==> src/rtl/camera_stream_tx.sv <==
// camera_stream_tx: OV7670-style VSYNC/HREF/DATA generator fed by an RGB332 pixel source.
// Each pixel goes out as two bytes (blue replicated, then R/G); underruns send FILL and are counted.
module camera_stream_tx #(
  parameter int         H_ACTIVE   = 176,
  parameter int         V_ACTIVE   = 144,
  parameter int         HBLANK_CYC = 16,
  parameter int         VSYNC_CYC  = 32,
  parameter int         VBP_CYC    = 64,
  parameter int         VFP_CYC    = 64,
  parameter logic [7:0] FILL       = 8'h00
) (
  input  logic       PCLK,
  input  logic       RESET_N,
  input  logic       ENABLE,
  input  logic [7:0] PIXEL_IN,
  input  logic       PIXEL_VALID,
  output logic       PIXEL_READY,
  output logic [9:0] PIX_X,
  output logic [9:0] PIX_Y,
  output logic       VSYNC,
  output logic       HREF,
  output logic [7:0] DATA,
  output logic       FRAME_START,
  output logic [7:0] UNDERRUN_CNT
);

  localparam logic [15:0] VSYNC_LAST = 16'(VSYNC_CYC - 1);
  localparam logic [15:0] VBP_LAST   = 16'(VBP_CYC - 1);
  localparam logic [15:0] LINE_LAST  = 16'(2 * H_ACTIVE - 1);
  localparam logic [15:0] HB_LAST    = 16'(HBLANK_CYC - 1);
  localparam logic [15:0] VFP_LAST   = 16'(VFP_CYC - 1);
  localparam logic [9:0]  V_LINES    = 10'(V_ACTIVE);

  typedef enum logic [2:0] {
    S_IDLE,
    S_VSYNC,
    S_VBACK,
    S_ACTIVE,
    S_HBLANK,
    S_VFRONT
  } state_t;

  state_t      state, state_nxt;
  logic [15:0] cnt;
  logic [9:0]  x_req;
  logic [9:0]  line_cnt;
  logic [5:0]  pix_hi;
  logic [7:0]  pix_sel;
  logic        phase_end;
  logic        frame_entry;
  logic        line_done;

  always_ff @(posedge PCLK or negedge RESET_N) begin
    if (!RESET_N) state <= S_IDLE;
    else          state <= state_nxt;
  end

  // cnt counts cycles spent in the current state; in ACTIVE its LSB is the byte phase.
  always_comb begin
    state_nxt   = state;
    PIXEL_READY = 1'b0;
    phase_end   = 1'b0;
    case (state)
      S_IDLE: begin
        if (ENABLE) state_nxt = S_VSYNC;
      end
      S_VSYNC: begin
        phase_end = (cnt == VSYNC_LAST);
        if (phase_end) state_nxt = S_VBACK;
      end
      S_VBACK: begin
        phase_end = (cnt == VBP_LAST);
        if (phase_end) begin
          state_nxt   = S_ACTIVE;
          PIXEL_READY = 1'b1;
        end
      end
      S_ACTIVE: begin
        phase_end   = (cnt == LINE_LAST);
        PIXEL_READY = cnt[0] && !phase_end;
        if (phase_end) state_nxt = S_HBLANK;
      end
      S_HBLANK: begin
        phase_end = (cnt == HB_LAST);
        if (phase_end) begin
          if (line_cnt < V_LINES) begin
            state_nxt   = S_ACTIVE;
            PIXEL_READY = 1'b1;
          end else begin
            state_nxt = S_VFRONT;
          end
        end
      end
      S_VFRONT: begin
        phase_end = (cnt == VFP_LAST);
        if (phase_end) state_nxt = ENABLE ? S_VSYNC : S_IDLE;
      end
      default: state_nxt = S_IDLE;
    endcase
  end

  assign frame_entry = (state_nxt == S_VSYNC) && (state != S_VSYNC);
  assign line_done   = (state == S_ACTIVE) && phase_end;
  assign PIX_X       = PIXEL_READY ? x_req : 10'd0;
  assign PIX_Y       = PIXEL_READY ? line_cnt : 10'd0;
  assign pix_sel     = PIXEL_VALID ? PIXEL_IN : FILL;

  // line_cnt holds the current line in ACTIVE and the number of finished lines in HBLANK.
  always_ff @(posedge PCLK or negedge RESET_N) begin
    if (!RESET_N) begin
      cnt      <= '0;
      x_req    <= '0;
      line_cnt <= '0;
    end else begin
      if ((state_nxt != state) || (state == S_IDLE)) cnt <= '0;
      else                                           cnt <= cnt + 16'd1;

      if (frame_entry || line_done) x_req <= '0;
      else if (PIXEL_READY)         x_req <= x_req + 10'd1;

      if (frame_entry)    line_cnt <= '0;
      else if (line_done) line_cnt <= line_cnt + 10'd1;
    end
  end

  // Outputs are registered from the next state so they line up with the cycle they describe.
  always_ff @(posedge PCLK or negedge RESET_N) begin
    if (!RESET_N) begin
      VSYNC        <= 1'b0;
      HREF         <= 1'b0;
      FRAME_START  <= 1'b0;
      DATA         <= '0;
      pix_hi       <= '0;
      UNDERRUN_CNT <= '0;
    end else begin
      VSYNC       <= (state_nxt == S_VSYNC);
      HREF        <= (state_nxt == S_ACTIVE);
      FRAME_START <= frame_entry;

      if (PIXEL_READY) begin
        pix_hi <= pix_sel[7:2];
        DATA   <= {4{pix_sel[1:0]}};
      end else if (state_nxt == S_ACTIVE) begin
        DATA <= {pix_hi, 2'b00};
      end else begin
        DATA <= '0;
      end

      if (frame_entry)
        UNDERRUN_CNT <= '0;
      else if (PIXEL_READY && !PIXEL_VALID && (UNDERRUN_CNT != 8'hFF))
        UNDERRUN_CNT <= UNDERRUN_CNT + 8'd1;
    end
  end

endmodule

==> config.mk <==
export PLATFORM = sky130hd
export DESIGN_NAME = camera_stream_tx
export DESIGN_NICKNAME = d
export VERILOG_FILES = /design/src/rtl/camera_stream_tx.sv
export SDC_FILE = /design/constraint.sdc
export NUM_CORES = 1
export LEC_CHECK = 0
export ABC_AREA = 1
export CORE_ASPECT_RATIO = 1.4
export CORE_MARGIN = 2
export CORE_UTILIZATION = 56
export DETAILED_ROUTE_END_ITERATION = 16
export PLACE_DENSITY = 0.84
export SYNTH_ARGS = -nofsm -noshare
export SYNTH_HDL_FRONTEND = slang
export SYNTH_SLANG_ARGS = --single-unit
==> constraint.sdc <==
create_clock -name PCLK -period 3.7 [get_ports PCLK]
set_input_delay 0.74 -clock PCLK [delete_from_list [all_inputs] [get_ports PCLK]]
set_output_delay 0.74 -clock PCLK [all_outputs]
set_load 0.02 [all_outputs]
# Word-level counts from Yosys, hierarchy flattened
# Cells that the tools add are included.
dict set report totals {
  word_cells 69
  register_bits 64
  output_inout_bits 40
  input_bits 12
}
dict set report op_classes {
  reduce_logical 14
  magnitude_cmp 1
  add_sub_neg 4
  n_eq_ne 14
  mux 26
}
# op n
set op_table {}
lappend op_table {{10-bit two-way mux} 6}
lappend op_table {{8-bit two-way mux} 5}
lappend op_table {{3-bit two-way mux} 7}
lappend op_table {{10-bit by 1-bit adder with 10-bit output (second input constant)} 2}
lappend op_table {{3-bit case mux with 6 select lines} 1}
lappend op_table {{16-bit by 1-bit adder with 16-bit output (second input constant)} 1}
lappend op_table {{16-bit by 4-bit equality test with 1-bit output (second input constant)} 1}
lappend op_table {{16-bit by 5-bit equality test with 1-bit output (second input constant)} 1}
lappend op_table {{16-bit by 6-bit equality test with 1-bit output (second input constant)} 1}
lappend op_table {{16-bit by 9-bit equality test with 1-bit output (second input constant)} 1}
lappend op_table {{16-bit two-way mux} 1}
lappend op_table {{10-bit by 8-bit < comparator with 1-bit output (second input constant)} 1}
lappend op_table {{3-bit by 2-bit equality test with 1-bit output (second input constant)} 3}
lappend op_table {{8-bit by 1-bit adder with 8-bit output (second input constant)} 1}
lappend op_table {{8-bit inequality test (second input constant)} 1}
lappend op_table {{3-bit by 1-bit equality test with 1-bit output (second input constant)} 2}
lappend op_table {{3-bit equality test (second input constant)} 2}
lappend op_table {{2-bit nonzero test} 3}
lappend op_table {{1-bit logical AND} 5}
lappend op_table {{1-bit two-way mux} 4}
lappend op_table {{1-bit case mux with 4 select lines} 1}
lappend op_table {{3-bit logical NOT} 1}
lappend op_table {{3-bit by 1-bit inequality test with 1-bit output (second input constant)} 1}
lappend op_table {{3-bit inequality test} 1}
lappend op_table {{other kinds (4)} 6}

# Longest topological paths before layout
# Gate-level depths: netlist of the first run.
dict set report depth {
  ltp_word 8
  ltp_mapped 13
  ltp_nobuf 13
}

# Least setup slack after synthesis of the first run
# No wires, ideal clock.
dict set report synth_timing {
  path_kind {flip-flop to output port}
  start {register cnt[0]}
  end {output PIX_Y[0]}
  stages_incl_launch_ff 10
  required_ns 2.960
  setup_slack_ns 1.133
  t_arrival_ns 1.827
  path_buffers 2
  cell_sequence {dfrtp_1 ha_1 nand3_4 nor2_8 nand4_2 nand3_2 buf_6 buf_2 nand2_1 inv_1}
}
dict set report synth_between {
  elab_chain_cells 5
  elab_cells_between_ends 9
  cone_classes {3 x eq/ne; 4 x mux; 2 x reduce/logical}
}
# element line
set synth_lines {}
lappend synth_lines {{start: declaration} 44} ;# logic [15:0] cnt;
lappend synth_lines {{start signal: assignment} 116} ;# else cnt <= cnt + 16'd1;
lappend synth_lines {{16-bit by 9-bit equality test with 1-bit output} 79} ;# phase_end = (cnt == LINE_LAST);
lappend synth_lines {{1-bit logical NOT} 80} ;# PIXEL_READY = cnt[0] && !phase_end;
lappend synth_lines {{1-bit logical AND} 80}
lappend synth_lines {{1-bit case mux with 3 select lines (*)} 63} ;# case (state)
lappend synth_lines {{net PIXEL_READY} 17} ;# output logic PIXEL_READY,
lappend synth_lines {{10-bit two-way mux (*)} 105} ;# assign PIX_Y = PIXEL_READY ? line_cnt : 10'd0;
lappend synth_lines {{end: declaration} 19} ;# output logic [9:0] PIX_Y,
# Mark *: on every way through the listed nets, which the timed path passes. The rest lies on a longest branch.

# Worst setup path after layout of the first run
dict set report layout_timing {
  start {register cnt[0]}
  end {output PIX_Y[5]}
}
dict set report layout_between {
  elab_chain_cells 5
  elab_cells_between_ends 9
  cone_classes {3 x eq/ne; 4 x mux; 2 x reduce/logical}
}
# element line
set layout_lines {}
lappend layout_lines {{16-bit by 9-bit equality test with 1-bit output} 79}
lappend layout_lines {{1-bit logical NOT} 80}
lappend layout_lines {{1-bit logical AND} 80}
lappend layout_lines {{1-bit case mux with 3 select lines (*)} 63}
lappend layout_lines {{10-bit two-way mux (*)} 105}
# Every way passes the cells marked *; elsewhere a longest branch is shown, timed or not.

==> metrics.txt, run 1 <==
outcome finished, final reports clean; post-synthesis register bit count 64; slack of the critical path 246 ps; die extent in y 100 um; FF-to-FF End x_req[0]$_DFFE_PN0P_; I/O pin count 52; Die Footprint 7250 um^2; Yosys warnings 0; cell at the root of the clock tree clkbuf_8; top cells by area, synth dfrtp_1 43%, nand2_1 12%, inv_1 7.6%; post-synth net total 489; Req. time, crit path 2960 ps; core area 6480 um^2; pwr/cell area 328 nW/um^2; number of detailed-route iterations in the first pass 4; Fillers 519; number of distinct standard cells referenced by the synthesized netlist 34; time the worst path needs with I/O delays and setup 3450 ps; post-route ant nets 0; die width 72.6 um; Sinks on Clock Net 64; Max transition margin 64.7%; post-layout total power 1470 uW; Placer Congestion 0.940; area share of the largest cell type after synthesis 43.5%; Worst setup EP type primary output; clock insertion delay at the later pin of the skew report 350 ps; Final Util 69.3%; count of unresolved DRC violations after routing 0; path depth of the worst reg2reg path 10; slew at the pin with the worst max-slew slack 529 ps; number of buffers added by the clock tree synthesis step 9; Tightest Hold Check Type in2async; initial detailed-routing violation count 127; highest clock frequency the design can meet 290 MHz; Area Overhead vs Synth 21.9%; via count of the first global-routing pass 3126; initial core utilization 56.9%; routed wire length per instance 12.7 um; Post-CTS Hold Fix Bufs 0; row count 35; most common cell after layout, fill and taps aside nand2_1; setup slack after placement 537 ps; cell taking the most area after synthesis dfrtp_1; period utilisation layout 93.3%; number of buffers on the longest clock path 2; Max Cap Viol 0; GRT Residual Overflow 0; Peak supply drop 0.000222 V; Simple-Gate Fraction of Synth Area 37.0%; highest fanout seen on the critical path 19; Post-layout nets 547; xor and xnor area share after synthesis 5.23%; RSZ-0062 raised after global routing no; Via density 5.14; initial antenna violation count 0; critical register-to-register path startpoint cnt[0]$_DFF_PN0_; Total Routing Usage GR 23.2%; maximum number of pins on one net before global-route repair 45; number of failing hold endpoints at the final stage 0; CP arrival 2710 ps; flop2flop setup slack 1330 ps; Static Leak 0.00238 uW; H-tree levels 3; post-synthesis cell count 473; n_diodes 0; Avg Inst Size Synth 7.79 um^2; setup_tns 0 ps; synthesized-area fraction occupied by adder cells 1.36%; post-synthesis mux area share 0%; total number of vias 3138; clock slew at reported path FFs 80 ps; overall routed net length 7.78 mm; clock tree from TritonCTS built; IO buf count 51; Max Transition Viols Final 0; cell area after synthesis 3680 um^2; HPWL after DPL 5.75 mm; setup violators final 0; sequential element share of the synthesized area 43.5%; wire length of the first global-routing pass 13.4 mm; combinational family with the most area after synthesis simple AND/OR/NAND/NOR gates; post-synthesis compound-gate area fraction 2.78%; most frequent cells in the layout 115 x nand2_1, 75 x inv_1, 64 x dfrtp_1, 64 x nor2_1, 50 x clkdlybuf4s50_1; Storage cell area 1600 um^2; multi-input combinational cell area 1720 um^2; critical setup path kind reg2out; fraction of final layout cells with drive strength greater than 1 11.9%; Setup crit start kind flip-flop; worst clock skew 15.9 ps
## stage by stage
stage               hold slack, ps  std cells  instance area (um^2)
floorplan                      439        473                  3680
global placement               454        594                  4240
detailed placement             463        594                  4240
CTS                            350        610                  4490
global route                   374        610                  4490
finish                         350        610                  4490
## final cells by class
cell class / count / area share [%]
clock inverter: 7 / 2.78
timing repair buffer: 54 / 11.8
tap: 74 / 2.06
inverter: 81 / 6.77
multi-input combinational: 321 / 38.2
sequential: 64 / 35.6
clock buffer: 9 / 2.76
## synthesized netlist by cell type
master    instances
nand2_4           2
clkinv_1          1
buf_2             3
buf_12            1
nor2_4           12
nand3_1          33
o21ai_0          14
ha_1              4
nor3_1           10
nand2_1         115
nand4_2           1
nand3_2           6
nand2_2           8
nor2_8            1
a31oi_1           1
nand3b_1          1
and2_1            1
inv_1            75
nand3_4           2
xor2_1           18
nor2_2            3
a21oi_2           1
a21oi_1           2
nor2_1           64
nor3_2            1
a21o_1            1
or2_2             2
and3_1            4
buf_6             3
dfrtp_1          64
nand4_1           8
xnor2_1           4
inv_2             5
nor4_1            2
## power breakdown
group | leakage, uW | switching [uW] | total (uW) | internal [uW]
clock network | 0.000125 | 293 | 748 | 456
logic | 0.00143 | 16.2 | 26.6 | 10.4
registers | 0.000828 | 0 | 699 | 699
total | 0.00238 | 309 | 1470 | 1160
## worst max-delay path, cell delays in order, from the launching register on
cell and delay, ps:
dfrtp_1 410, ha_1 260, nand3_4 160, nor2_8 190, nand4_2 190, nand3_4 260
buf_4 210, nand2_1 60, inv_1 50, clkdlybuf4s50_1 600
## worst max path at each step
stage | endpoint | start | cells past startpoint
2_1_floorplan | PIX_Y[0] | cnt[0]$_DFF_PN0_ | 9
3_3_place_gp | PIX_Y[7] | cnt[0]$_DFF_PN0_ | 10
3_5_place_dp | PIX_Y[5] | cnt[0]$_DFF_PN0_ | 9
4_1_cts | PIX_Y[5] | cnt[0]$_DFF_PN0_ | 9
5_1_grt | PIX_Y[7] | cnt[0]$_DFF_PN0_ | 9
6_report | PIX_Y[5] | cnt[0]$_DFF_PN0_ | 9
## timing repair
action,in CTS,in global routing
setup endpoints to repair,0,9
setup buffers,0,0
endpoints found under the hold margin,0,0
gates resized for setup,0,1
## layer usage
metal / track usage (%) / wire (um) / vias up
li1: - / - / 1566
met1: 26.6 / 3100 / 1469
met2: 40.7 / 4160 / 85
met3: 4.72 / 306 / 18
met4: 10.7 / 204 / 0
met5: 0 / 0 / -
## sequential cells by signal (all words and copies together) (netlist names)
register,count
FRAME_START,1
UNDERRUN_CNT,8
line_cnt,10
pix_hi,6
DATA,8
state,3
x_req,10
VSYNC,1
HREF,1
cnt,16
## logic make-up after synthesis
logic type                 after synthesis
buffers and inverters                   88
xor gates and xnor gates                22
DFF                                     64
adders and majority gates                4
AOI/OAI and AO/OA                       19
and+or+nand+nor                        276
(Power assumes the default switching activity.)
==> run 2: changes to the inputs <==
--- a/config.mk
+++ b/config.mk
@@ -6,6 +6,7 @@
 export NUM_CORES = 1
 export LEC_CHECK = 0
 export ABC_AREA = 1
+export ABC_CLOCK_PERIOD_IN_PS = 3700
 export CORE_ASPECT_RATIO = 1.4
 export CORE_MARGIN = 2
 export CORE_UTILIZATION = 56
==> results of run 2 <==
Final layout, timing and power as in run 1 (identical DEF).
==> run 3: changes to the inputs <==
--- a/config.mk
+++ b/config.mk
@@ -11,6 +11,7 @@
 export CORE_MARGIN = 2
 export CORE_UTILIZATION = 56
 export DETAILED_ROUTE_END_ITERATION = 16
+export MAX_ROUTING_LAYER = met4
 export PLACE_DENSITY = 0.84
 export SYNTH_ARGS = -nofsm -noshare
 export SYNTH_HDL_FRONTEND = slang
==> run 3 against run 2 <==
- die area did not move
- sequential share of layout area is 0.24 points higher
- register-to-register slack worse by 60 ps
- non-clock buffer count is the same
- total power shrank 5.5%
- sequential power barely moved
- combinational power hardly changed
- final area decreased by 0.67%
- fmax is 0.96% lower
- cell count stayed put
- clock skew down 6.1 ps
- worst setup slack got worse by 34 ps
==> metrics.txt, run 3 (synthesis results as in run 1) <==
number of buffers on the longest clock path 2 (unchanged); crit-path leading delay family simple AND/OR/NAND/NOR gates; Worst setup EP type primary output; initial antenna violation count 0 (unchanged); Max Cap Viol 0 (unchanged); Tightest Hold Check Type in2async; pwr/cell area 312 nW/um^2 (-4.9%); overall routed net length 7.84 mm (+0.85%); time the worst path needs with I/O delays and setup 3490 ps (+33.6 ps); number of detailed-route iterations in the first pass 5 (+1); Sinks on Clock Net 64 (unchanged); period utilisation layout 94.3% (+0.91 points); via count of the first global-routing pass 3014 (-3.6%); n_diodes 0 (unchanged); met1 layer usage reported by global route 27.4% (+0.87 points); Final Util 68.9% (-0.46 points); number of flip-flops under the largest register name 16 (unchanged); Total Routing Usage GR 24.1% (+0.94 points); clock insertion delay at the later pin of the skew report 350 ps (about the same); Post-layout nets 547 (unchanged); most frequent cells in the layout 115 x nand2_1, 75 x inv_1, 64 x dfrtp_1, 64 x nor2_1, 50 x clkdlybuf4s50_1; setup violators final 0 (unchanged); count of unresolved DRC violations after routing 0 (unchanged); Post-CTS Hold Fix Bufs 0 (unchanged); most common cell after layout, fill and taps aside nand2_1; core area 6480 um^2 (unchanged); highest fanout seen on the critical path 19 (unchanged); HPWL after DPL 5.73 mm (-0.34%); outcome finished, final reports clean; post-route ant nets 0 (unchanged); wire length of the first global-routing pass 13.3 mm (-0.52%); maximum number of pins on one net before global-route repair 45 (unchanged); Largest stage delay, worst path 590 ps (about the same); GRT Residual Overflow 0 (unchanged); clock tree from TritonCTS built; Fillers 543 (+4.6%); final cell count without fillers 610 (unchanged); highest clock frequency the design can meet 287 MHz (-0.96%); setup_tns 0 ps (unchanged); number of placed instances with taps included 594 (unchanged); Via density 5.18 (+0.61%); clock slew at reported path FFs 80 ps (about the same); cell-by-cell trace of the critical path ha_1 -> nand3_4 -> nor2_8 -> nand4_2 -> nand3_4 -> buf_4 -> nand2_1 -> inv_1 -> clkdlybuf4s50_1; Max transition margin 63.6% (-1.1 points); H-tree levels 3 (unchanged); worst hold-check slack 351 ps (+1.51 ps); Max Transition Viols Final 0 (unchanged); Placer Congestion 0.919 (-2.2%); fraction of final layout cells with drive strength greater than 1 11.9% (unchanged); Reg with most FFs cnt; Max stage delay cell, worst path clkdlybuf4s50_1; count of buffer and inverter cells on the critical path 3 (unchanged); row count 35 (unchanged); die width 72.6 um (unchanged); die extent in y 100 um (unchanged); worst clock skew 9.83 ps (-6.09 ps); Req. time, crit path 2960 ps (about the same); largest registers in the final layout cnt: 16 flops, line_cnt: 10 flops, x_req: 10 flops; setup slack after placement 496 ps (-40.7 ps); Die Footprint 7250 um^2 (unchanged); initial core utilization 56.9% (unchanged); IO buf count 51 (unchanged); I/O pin count 52 (unchanged); Area Overhead vs Synth 21.1%; Setup crit start kind flip-flop; met2 routing resource usage after global routing 40.4% (-0.28 points); most common cell type on the critical path nand3_4; Static Leak 0.00237 uW (-0.64%); critical setup path kind reg2out; CP arrival 2750 ps (+40 ps); cell at the root of the clock tree clkbuf_8; routed wire length per instance 12.9 um (+0.85%); Peak supply drop 0.000253 V (+14%); total number of vias 3157 (+0.61%); number of buffers added by the clock tree synthesis step 9 (unchanged); Most Crowded Layer GR met2; RSZ-0062 raised after global routing no; slack of the critical path 212 ps (-33.6 ps); slew at the pin with the worst max-slew slack 546 ps (+17.1 ps); met3 layer usage reported by global route 4.92% (+0.20 points); number of failing hold endpoints at the final stage 0 (unchanged); initial detailed-routing violation count 187 (+47%)
==> run 3: cell types whose count changed in the layout (fill, tap and decap cells not counted) <==
cell,change
bufinv_16,-1
inv_6,-2
clkinv_2,+2
clkinvlp_4,+1
==> run 3: through the flow <==
stage | power (uW) | instance area (um^2)
after floorplan | 714 | 3680
after detailed placement | 741 | 4240
after global placement | 740 | 4240
after CTS | 1400 | 4460
final | 1390 | 4460
after global routing | 1440 | 4460
==> run 3: worst reg2reg max path: stages (launching register included) <==
cell	delay [ps]
dfrtp_1	430
ha_1	260
nand3_4	160
nor2_8	190
nand2_2	90
nand2_2	100
nand3_2	130
nor2_2	140
nand3_2	380
nand2_2	350
nor2_1	80
==> run 3: path summary, 6_finish.rpt <==
check / slack [ps] / from / end / cells past startpoint
worst max-delay path: 210 / cnt[0]$_DFF_PN0_ / PIX_Y[5] / 9
worst min-delay path: 350 / RESET_N / UNDERRUN_CNT[6]$_DFFE_PN0P_ / 1
worst max register to register: 1270 / cnt[0]$_DFF_PN0_ / x_req[1]$_DFFE_PN0P_ / 10
worst min register to register: 480 / pix_hi[1]$_DFFE_PN0N_ / pix_hi[1]$_DFFE_PN0N_ / 2
max in group asynchronous: 2410 / RESET_N / cnt[4]$_DFF_PN0_ / 2
min in group PCLK: 480 / pix_hi[1]$_DFFE_PN0N_ / pix_hi[1]$_DFFE_PN0N_ / 2
==> run 3: cell type report <==
cell class	count	area, um^2	area share [%]
Multi-Input combinational cell	321	1720	38.5
Sequential cell	64	1600	35.9
Timing Repair Buffer	54	528	11.8
Inverter	81	304	6.81
Clock buffer	9	124	2.78
Clock inverter	7	95.1	2.13
Tap cell	74	92.6	2.07
==> run 3: per-layer routing <==
metal	vias to the layer above	wire length [um]
li1	1567	-
met1	1484	3170
met2	93	4160
met3	13	350
met4	0	158
met5	-	0
==> run 3: power breakdown <==
group	leakage [uW]	switching [uW]	internal [uW]
combinational	0.00143	16.5	10.4
sequential	0.000828	0	699
clock	0.000110	287	380
total	0.00237	303	1090
==> run 3: what timing repair did <==
action                                  CTS  global route
resized for setup                         0             1
buffers inserted                          0             0
endpoints found under the setup margin    0             9
